### src/rtl/cpu_pkg.sv
// Shared encodings for the multi-cycle CPU: opcodes, FSM states,
// instruction field positions and flag bit indices.
package cpu_pkg;

  typedef enum logic [3:0] {
    OP_NOP = 4'h0,
    OP_ADD = 4'h1,
    OP_SUB = 4'h2,
    OP_AND = 4'h3,
    OP_OR  = 4'h4,
    OP_XOR = 4'h5,
    OP_SHL = 4'h6,
    OP_SHR = 4'h7,
    OP_LDI = 4'h8,
    OP_LD  = 4'h9,
    OP_ST  = 4'hA,
    OP_JMP = 4'hB,
    OP_BZ  = 4'hC,
    OP_OUT = 4'hD,
    OP_HLT = 4'hE,
    OP_RSV = 4'hF
  } opcode_e;

  typedef enum logic [2:0] {
    S_FETCH  = 3'd0,
    S_DECODE = 3'd1,
    S_EXEC   = 3'd2,
    S_MEM    = 3'd3,
    S_WB     = 3'd4,
    S_HALT   = 3'd5
  } state_e;

  localparam int OP_MSB  = 9;
  localparam int OP_LSB  = 6;
  localparam int RA_MSB  = 5;
  localparam int RA_LSB  = 3;
  localparam int RB_MSB  = 2;
  localparam int RB_LSB  = 0;
  localparam int TGT_MSB = 5;

  localparam int FLAG_Z = 0;
  localparam int FLAG_C = 1;
  localparam int FLAG_N = 2;

endpackage

### src/rtl/cpu_regfile.sv
// Eight-entry register file: two combinational read ports, one synchronous
// write port, all entries cleared by the asynchronous reset.
module cpu_regfile #(
  parameter int DATA_W = 8
) (
  input  logic              clk,
  input  logic              reset,
  input  logic [2:0]        rd_a_addr,
  output logic [DATA_W-1:0] rd_a_data,
  input  logic [2:0]        rd_b_addr,
  output logic [DATA_W-1:0] rd_b_data,
  input  logic              wr_en,
  input  logic [2:0]        wr_addr,
  input  logic [DATA_W-1:0] wr_data
);

  logic [DATA_W-1:0] regs_q [8];
  logic [DATA_W-1:0] regs_d [8];

  always_comb begin
    for (int i = 0; i < 8; i++) begin
      regs_d[i] = regs_q[i];
      if (wr_en && (wr_addr == 3'(i))) begin
        regs_d[i] = wr_data;
      end
    end
  end

  always_ff @(posedge clk or posedge reset) begin
    if (reset) begin
      for (int i = 0; i < 8; i++) begin
        regs_q[i] <= '0;
      end
    end else begin
      regs_q <= regs_d;
    end
  end

  assign rd_a_data = regs_q[rd_a_addr];
  assign rd_b_data = regs_q[rd_b_addr];

endmodule

### src/rtl/multicycle_cpu.sv
// Multi-cycle 10-bit-instruction CPU with handshaked instruction/data memories.
// All bus outputs come from registers or the current state, never from an ack.
module multicycle_cpu
  import cpu_pkg::*;
#(
  parameter int DATA_W  = 8,
  parameter int PC_W    = 8,
  parameter int DMEM_AW = 6
) (
  input  logic               clk,
  input  logic               reset,
  output logic               imem_req,
  output logic [PC_W-1:0]    imem_addr,
  input  logic [9:0]         imem_data,
  input  logic               imem_ack,
  output logic               dmem_req,
  output logic               dmem_we,
  output logic [DMEM_AW-1:0] dmem_addr,
  output logic [DATA_W-1:0]  dmem_wdata,
  input  logic [DATA_W-1:0]  dmem_rdata,
  input  logic               dmem_ack,
  output logic [DATA_W-1:0]  out_port,
  output logic               halted,
  output logic [2:0]         flags,
  output logic [PC_W-1:0]    dbg_pc,
  output logic [2:0]         dbg_state
);

  state_e            state_q, state_d;
  logic [PC_W-1:0]   pc_q, pc_d;
  logic [9:0]        ir_q, ir_d;
  logic [DATA_W-1:0] a_q, a_d;
  logic [DATA_W-1:0] b_q, b_d;
  logic [DATA_W-1:0] res_q, res_d;
  logic [2:0]        flags_q, flags_d;
  logic [DATA_W-1:0] out_q, out_d;

  logic              rf_we;
  logic [DATA_W-1:0] rf_a, rf_b;
  logic [DATA_W:0]   alu_wide;
  opcode_e           op;
  logic [PC_W-1:0]   target;

  assign op     = opcode_e'(ir_q[OP_MSB:OP_LSB]);
  assign target = PC_W'(ir_q[TGT_MSB:0]);

  cpu_regfile #(.DATA_W(DATA_W)) u_regfile (
    .clk       (clk),
    .reset     (reset),
    .rd_a_addr (ir_q[RA_MSB:RA_LSB]),
    .rd_a_data (rf_a),
    .rd_b_addr (ir_q[RB_MSB:RB_LSB]),
    .rd_b_data (rf_b),
    .wr_en     (rf_we),
    .wr_addr   (ir_q[RA_MSB:RA_LSB]),
    .wr_data   (res_q)
  );

  // Bit DATA_W of alu_wide carries the C flag for every ALU op.
  always_comb begin
    alu_wide = '0;
    case (op)
      OP_ADD:  alu_wide = {1'b0, a_q} + {1'b0, b_q};
      OP_SUB:  alu_wide = {1'b0, a_q} - {1'b0, b_q};
      OP_AND:  alu_wide = {1'b0, a_q & b_q};
      OP_OR:   alu_wide = {1'b0, a_q | b_q};
      OP_XOR:  alu_wide = {1'b0, a_q ^ b_q};
      OP_SHL:  alu_wide = {a_q, 1'b0};
      OP_SHR:  alu_wide = {a_q[0], 1'b0, a_q[DATA_W-1:1]};
      default: alu_wide = '0;
    endcase
  end

  always_comb begin
    state_d = state_q;
    pc_d    = pc_q;
    ir_d    = ir_q;
    a_d     = a_q;
    b_d     = b_q;
    res_d   = res_q;
    flags_d = flags_q;
    out_d   = out_q;
    rf_we   = 1'b0;
    case (state_q)
      S_FETCH: begin
        if (imem_ack) begin
          ir_d    = imem_data;
          pc_d    = pc_q + PC_W'(1);
          state_d = S_DECODE;
        end
      end
      S_DECODE: begin
        a_d     = rf_a;
        b_d     = rf_b;
        state_d = S_EXEC;
      end
      S_EXEC: begin
        state_d = S_FETCH;
        case (op)
          OP_ADD, OP_SUB, OP_AND, OP_OR, OP_XOR, OP_SHL, OP_SHR: begin
            res_d           = alu_wide[DATA_W-1:0];
            flags_d[FLAG_Z] = (alu_wide[DATA_W-1:0] == '0);
            flags_d[FLAG_C] = alu_wide[DATA_W];
            flags_d[FLAG_N] = alu_wide[DATA_W-1];
            state_d         = S_WB;
          end
          OP_LDI: begin
            res_d   = DATA_W'(ir_q[RB_MSB:RB_LSB]);
            state_d = S_WB;
          end
          OP_LD, OP_ST: state_d = S_MEM;
          OP_JMP:       pc_d = target;
          OP_BZ: begin
            if (flags_q[FLAG_Z]) begin
              pc_d = target;
            end
          end
          OP_OUT:  out_d   = a_q;
          OP_HLT:  state_d = S_HALT;
          default: state_d = S_FETCH;
        endcase
      end
      S_MEM: begin
        if (dmem_ack) begin
          if (op == OP_ST) begin
            state_d = S_FETCH;
          end else begin
            res_d   = dmem_rdata;
            state_d = S_WB;
          end
        end
      end
      S_WB: begin
        rf_we   = 1'b1;
        state_d = S_FETCH;
      end
      S_HALT:  state_d = S_HALT;
      default: state_d = S_FETCH;
    endcase
  end

  always_ff @(posedge clk or posedge reset) begin
    if (reset) begin
      state_q <= S_FETCH;
      pc_q    <= '0;
      ir_q    <= '0;
      a_q     <= '0;
      b_q     <= '0;
      res_q   <= '0;
      flags_q <= '0;
      out_q   <= '0;
    end else begin
      state_q <= state_d;
      pc_q    <= pc_d;
      ir_q    <= ir_d;
      a_q     <= a_d;
      b_q     <= b_d;
      res_q   <= res_d;
      flags_q <= flags_d;
      out_q   <= out_d;
    end
  end

  assign imem_req   = (state_q == S_FETCH);
  assign imem_addr  = pc_q;
  assign dmem_req   = (state_q == S_MEM);
  assign dmem_we    = (op == OP_ST);
  assign dmem_addr  = b_q[DMEM_AW-1:0];
  assign dmem_wdata = a_q;
  assign out_port   = out_q;
  assign halted     = (state_q == S_HALT);
  assign flags      = flags_q;
  assign dbg_pc     = pc_q;
  assign dbg_state  = state_q;

endmodule

### config.mk
export PLATFORM = sky130hd
export DESIGN_NAME = multicycle_cpu
export DESIGN_NICKNAME = d
export VERILOG_FILES = /design/src/rtl/cpu_pkg.sv /design/src/rtl/cpu_regfile.sv /design/src/rtl/multicycle_cpu.sv
export SDC_FILE = /design/constraint.sdc
export NUM_CORES = 1
export LEC_CHECK = 0
export ABC_AREA = 1
export CORE_MARGIN = 8
export CORE_UTILIZATION = 59
export DETAILED_ROUTE_END_ITERATION = 6
export HOLD_SLACK_MARGIN = 0.1
export PLACE_DENSITY = 0.82
export SYNTH_ARGS = -nofsm -noshare
export SYNTH_HDL_FRONTEND = slang
export SYNTH_HIERARCHICAL = 1
export SYNTH_SLANG_ARGS = --single-unit
### constraint.sdc
create_clock -name clk -period 3.1 [get_ports clk]
set_input_delay 0.62 -clock clk [delete_from_list [all_inputs] [get_ports clk]]
set_output_delay 0.62 -clock clk [all_outputs]
set_load 0.005 [all_outputs]
==> metrics.csv <==
stage,metric,value,unit
critical_path,cpMaxStageDelayCell,clkdlybuf4s50_1,
critical_path,crit_path_cell_trace,inv_2 -> nor2_4 -> nand2_1 -> buf_4 -> clkinv_1 -> clkdlybuf4s50_1,
critical_path,cp_data_required_time,2.48,ns
global_routing,grt_pass1_vias,7017,
placement,port_buffers,69,
timing,fmax,362,MHz
clocking,ctsResizeCount,0,
logic_synthesis,yosysWarnings,6,
critical_path,worstPathMaxFanout,13,
logic_synthesis,syn_avg_cell_area,6.88,sq um
clocking,h-tree-depth,4,
power,p_leak,4.69,nW
routing,via_per_inst,5.48,
routing,drt-total-wl,22.0,mm
floorplanning,dieArea,0.0170,sq mm
global_routing,grt_antenna_before_repair,0,
timing,worstMarginPinSlew,1.11,ns
routing,ant_nets,0,
critical_path,arrival,2.14,ns
logic_synthesis,syn_area,0.00772,sq mm
status,status,"finished, final reports clean",
floorplanning,rows,41,
timing,setup_viol,0,
clocking,path_clk_slew,0.06,ns
critical_path,startpoint_type,flop,
critical_path,end_kind,output pin,
cells_and_area,syn_to_final_growth,17.0,%
timing,fin_crit,2.76,ns
critical_path,crit_buf_inv,4,
logic_synthesis,yosysSeqAreaShare,38.9,%
hold_path,worstHoldPathType,reg2reg,
hold_path,whs_path_depth,2,
critical_path,critPathMaxStageDelay,0.56,ns
timing,fin_worst_skew,0.00962,ns
clocking,cts_tree,built,
job,maxCapViolCount,0,
placement,dp_slack,0.545,ns
logic_synthesis,yosys-top-cells-count,"nand2_1, inv_1, dfrtp_1",
global_routing,grt_pass1_wl,35.6,mm
global_routing,grt-ovfl-total,0,
cells_and_area,n_antenna_cell,0,
power,p_total,10.9,mW
cells_and_area,drive_gt1_share,6.93,%
global_routing,grt_max_degree,35,
floorplanning,die_h,130,um
floorplanning,die_w,130,um
logic_synthesis,synth-main-ff-cell,dfrtp_1,
floorplanning,core_area,0.0127,sq mm
clocking,cts_sinks,120,
routing,drtPass1Iterations,6,
logic_synthesis,async_reset_ff_share,100,%
timing,finalSetupTns,0,ns
placement,dp.final_hpwl,15.7,mm
placement,globalplace.congestion,0.967,
logic_synthesis,yosysTopAreaCell,dfrtp_1,
power,ir_drop,0.574,mV
logic_synthesis,syn_inst,1122,
timing,max_slew_margin,25.7,%
logic_synthesis,synth_edf_count,0,
clocking,postCtsHoldBufs,0,
critical_path,ff2ff_path_depth,18,
critical_path,criticalPathCategory,reg2out,
power,p_per_area,1200,mW/mm^2
clocking,numCtsBuffers,17,
routing,drc_errors,0,
clocking,clock-root-buffer,clkbuf_16,
logic_synthesis,yosys.cell_types.count,41,
routing,drtIter0Drc,968,
routing,wl_per_cell,16.2,um
timing,timing.final.crit_share,89.1,%
logic_synthesis,synth_top_area_share,38.9,%
clocking,clk_latency,0.42,ns
critical_path,cpLargestDelayFamily,buffers and inverters,
clocking,clock_path_buffers,2,
cells_and_area,nets,1220,
timing,layout_setup_ws,0.339,ns
global_routing,grt.total_usage,27.0,%
clocking,cts_setup_buffers,0,
logic_synthesis,yosysMostFrequentCell,nand2_1,
logic_synthesis,yosys-top-cells-area,"dfrtp_1, nand2_1, nand3_1",
logic_synthesis,synth_seq_cells,120,
critical_path,path_depth,6,
timing,hold_viol,0,
timing,maxSlewViolCount,0,
floorplanning,start_util,60.7,%
timing,rsz0062_at_grt,false,
routing,vias,7431,
logic_synthesis,mappedNetlistNets,1171,
floorplanning,ios,70,
-- metal layers --
| layer | wire length (um) | vias to the layer above | global-route usage [%] |
|---|---|---|---|
| met4 | 604 | 0 | 12.2 |
| met2 | 10400 | 346 | 44.1 |
| li1 | - | 3608 | - |
| met1 | 9410 | 3433 | 34.2 |
| met5 | 0 | - | 0 |
| met3 | 1580 | 44 | 5.19 |
-- sequential cells by signal, summed over array words and instances (netlist names) --
name,flops
res_q,8
ir_q,10
dmem_wdata,8
out_port,8
dbg_pc,8
b_q,8
u_regfile/regs_q,64
dbg_state,3
flags,3
-- layout by cell type (no fill, tap or decap), types with 2 or more instances in the layout --
master / instances
buf_4: 12
o21ai_0: 85
dfrtp_1: 120
clkbuf_8: 4
o21a_1: 2
a21oi_1: 29
nand3b_1: 2
clkdlybuf4s50_1: 69
nand4_1: 3
o21ai_1: 14
clkinv_2: 5
buf_12: 2
nor2_2: 4
inv_1: 136
nand2_1: 418
nand3_1: 110
clkinv_1: 2
a221oi_1: 2
bufinv_16: 3
a31oi_1: 4
clkbuf_16: 17
inv_2: 11
xor2_1: 8
nand2_2: 5
clkbuf_1: 3
ha_1: 26
nor3_1: 3
nor2_1: 59
o211ai_1: 4
nor3_4: 2
nor2_4: 7
-- metrics by stage --
stage                     cells  cell area [sq um]  hold WS, ns  utilization, %
after floorplan            1122               7720        0.453               -
after global placement     1324               8420        0.465            66.2
after detailed placement   1324               8420        0.472            66.2
after CTS                  1356               9030        0.485            71.0
after global routing       1356               9030        0.496            71.0
final                      1356               9030        0.482            71.0
-- cell type report --
cell class,count,area (sq um)
Multi-Input combinational cell,799,3820
Fill cell,1095,3690
Tap cell,172,215
Clock inverter,8,118
Sequential cell,120,3000
Inverter,150,564
Clock buffer,24,492
Timing Repair Buffer,83,821
-- power breakdown --
part           leakage, nW  internal [mW]  total [mW]  switching, mW
combinational         2.82           2.25        6.02           3.77
clock                0.300           1.34        2.04          0.694
sequential            1.57           2.18        2.81          0.628
total                 4.69           5.77        10.9           5.09
-- worst paths after layout --
check / from / to / slack [ns]
hold reg to reg: u_regfile/regs_q[43] / u_regfile/regs_q[43] / 0.48
setup reg to reg: ir_q[8] / res_q[7] / 0.53
setup / recovery: dbg_state[1] / dmem_req / 0.34
max in group asynchronous: reset / u_regfile/regs_q[59] / 1.83
min in group asynchronous: reset / ir_q[1] / 0.61
hold / removal: u_regfile/regs_q[43] / u_regfile/regs_q[43] / 0.48
-- kinds of logic (layout without fill, tap and decap cells) --
group,after synthesis,in the layout,synth area share [%]
AO/OA/AOI/OAI,143,143,9.87
AND/OR/NAND/NOR,619,619,34.0
adder cells (fa/ha/maj),27,27,4.47
XOR/XNOR,9,9,1.02
buffers and inverters,203,265,11.6
multiplexers,1,1,0.146
flip-flops,120,120,38.9
-- worst min-delay path: cells and delay by family (launching register included) --
kind / cells / cell delay [ns]
DFF: 1 / 0.34
AOI/OAI and AO/OA: 1 / 0.06
and+or+nand+nor: 1 / 0.05
(Power assumes the default switching activity.)
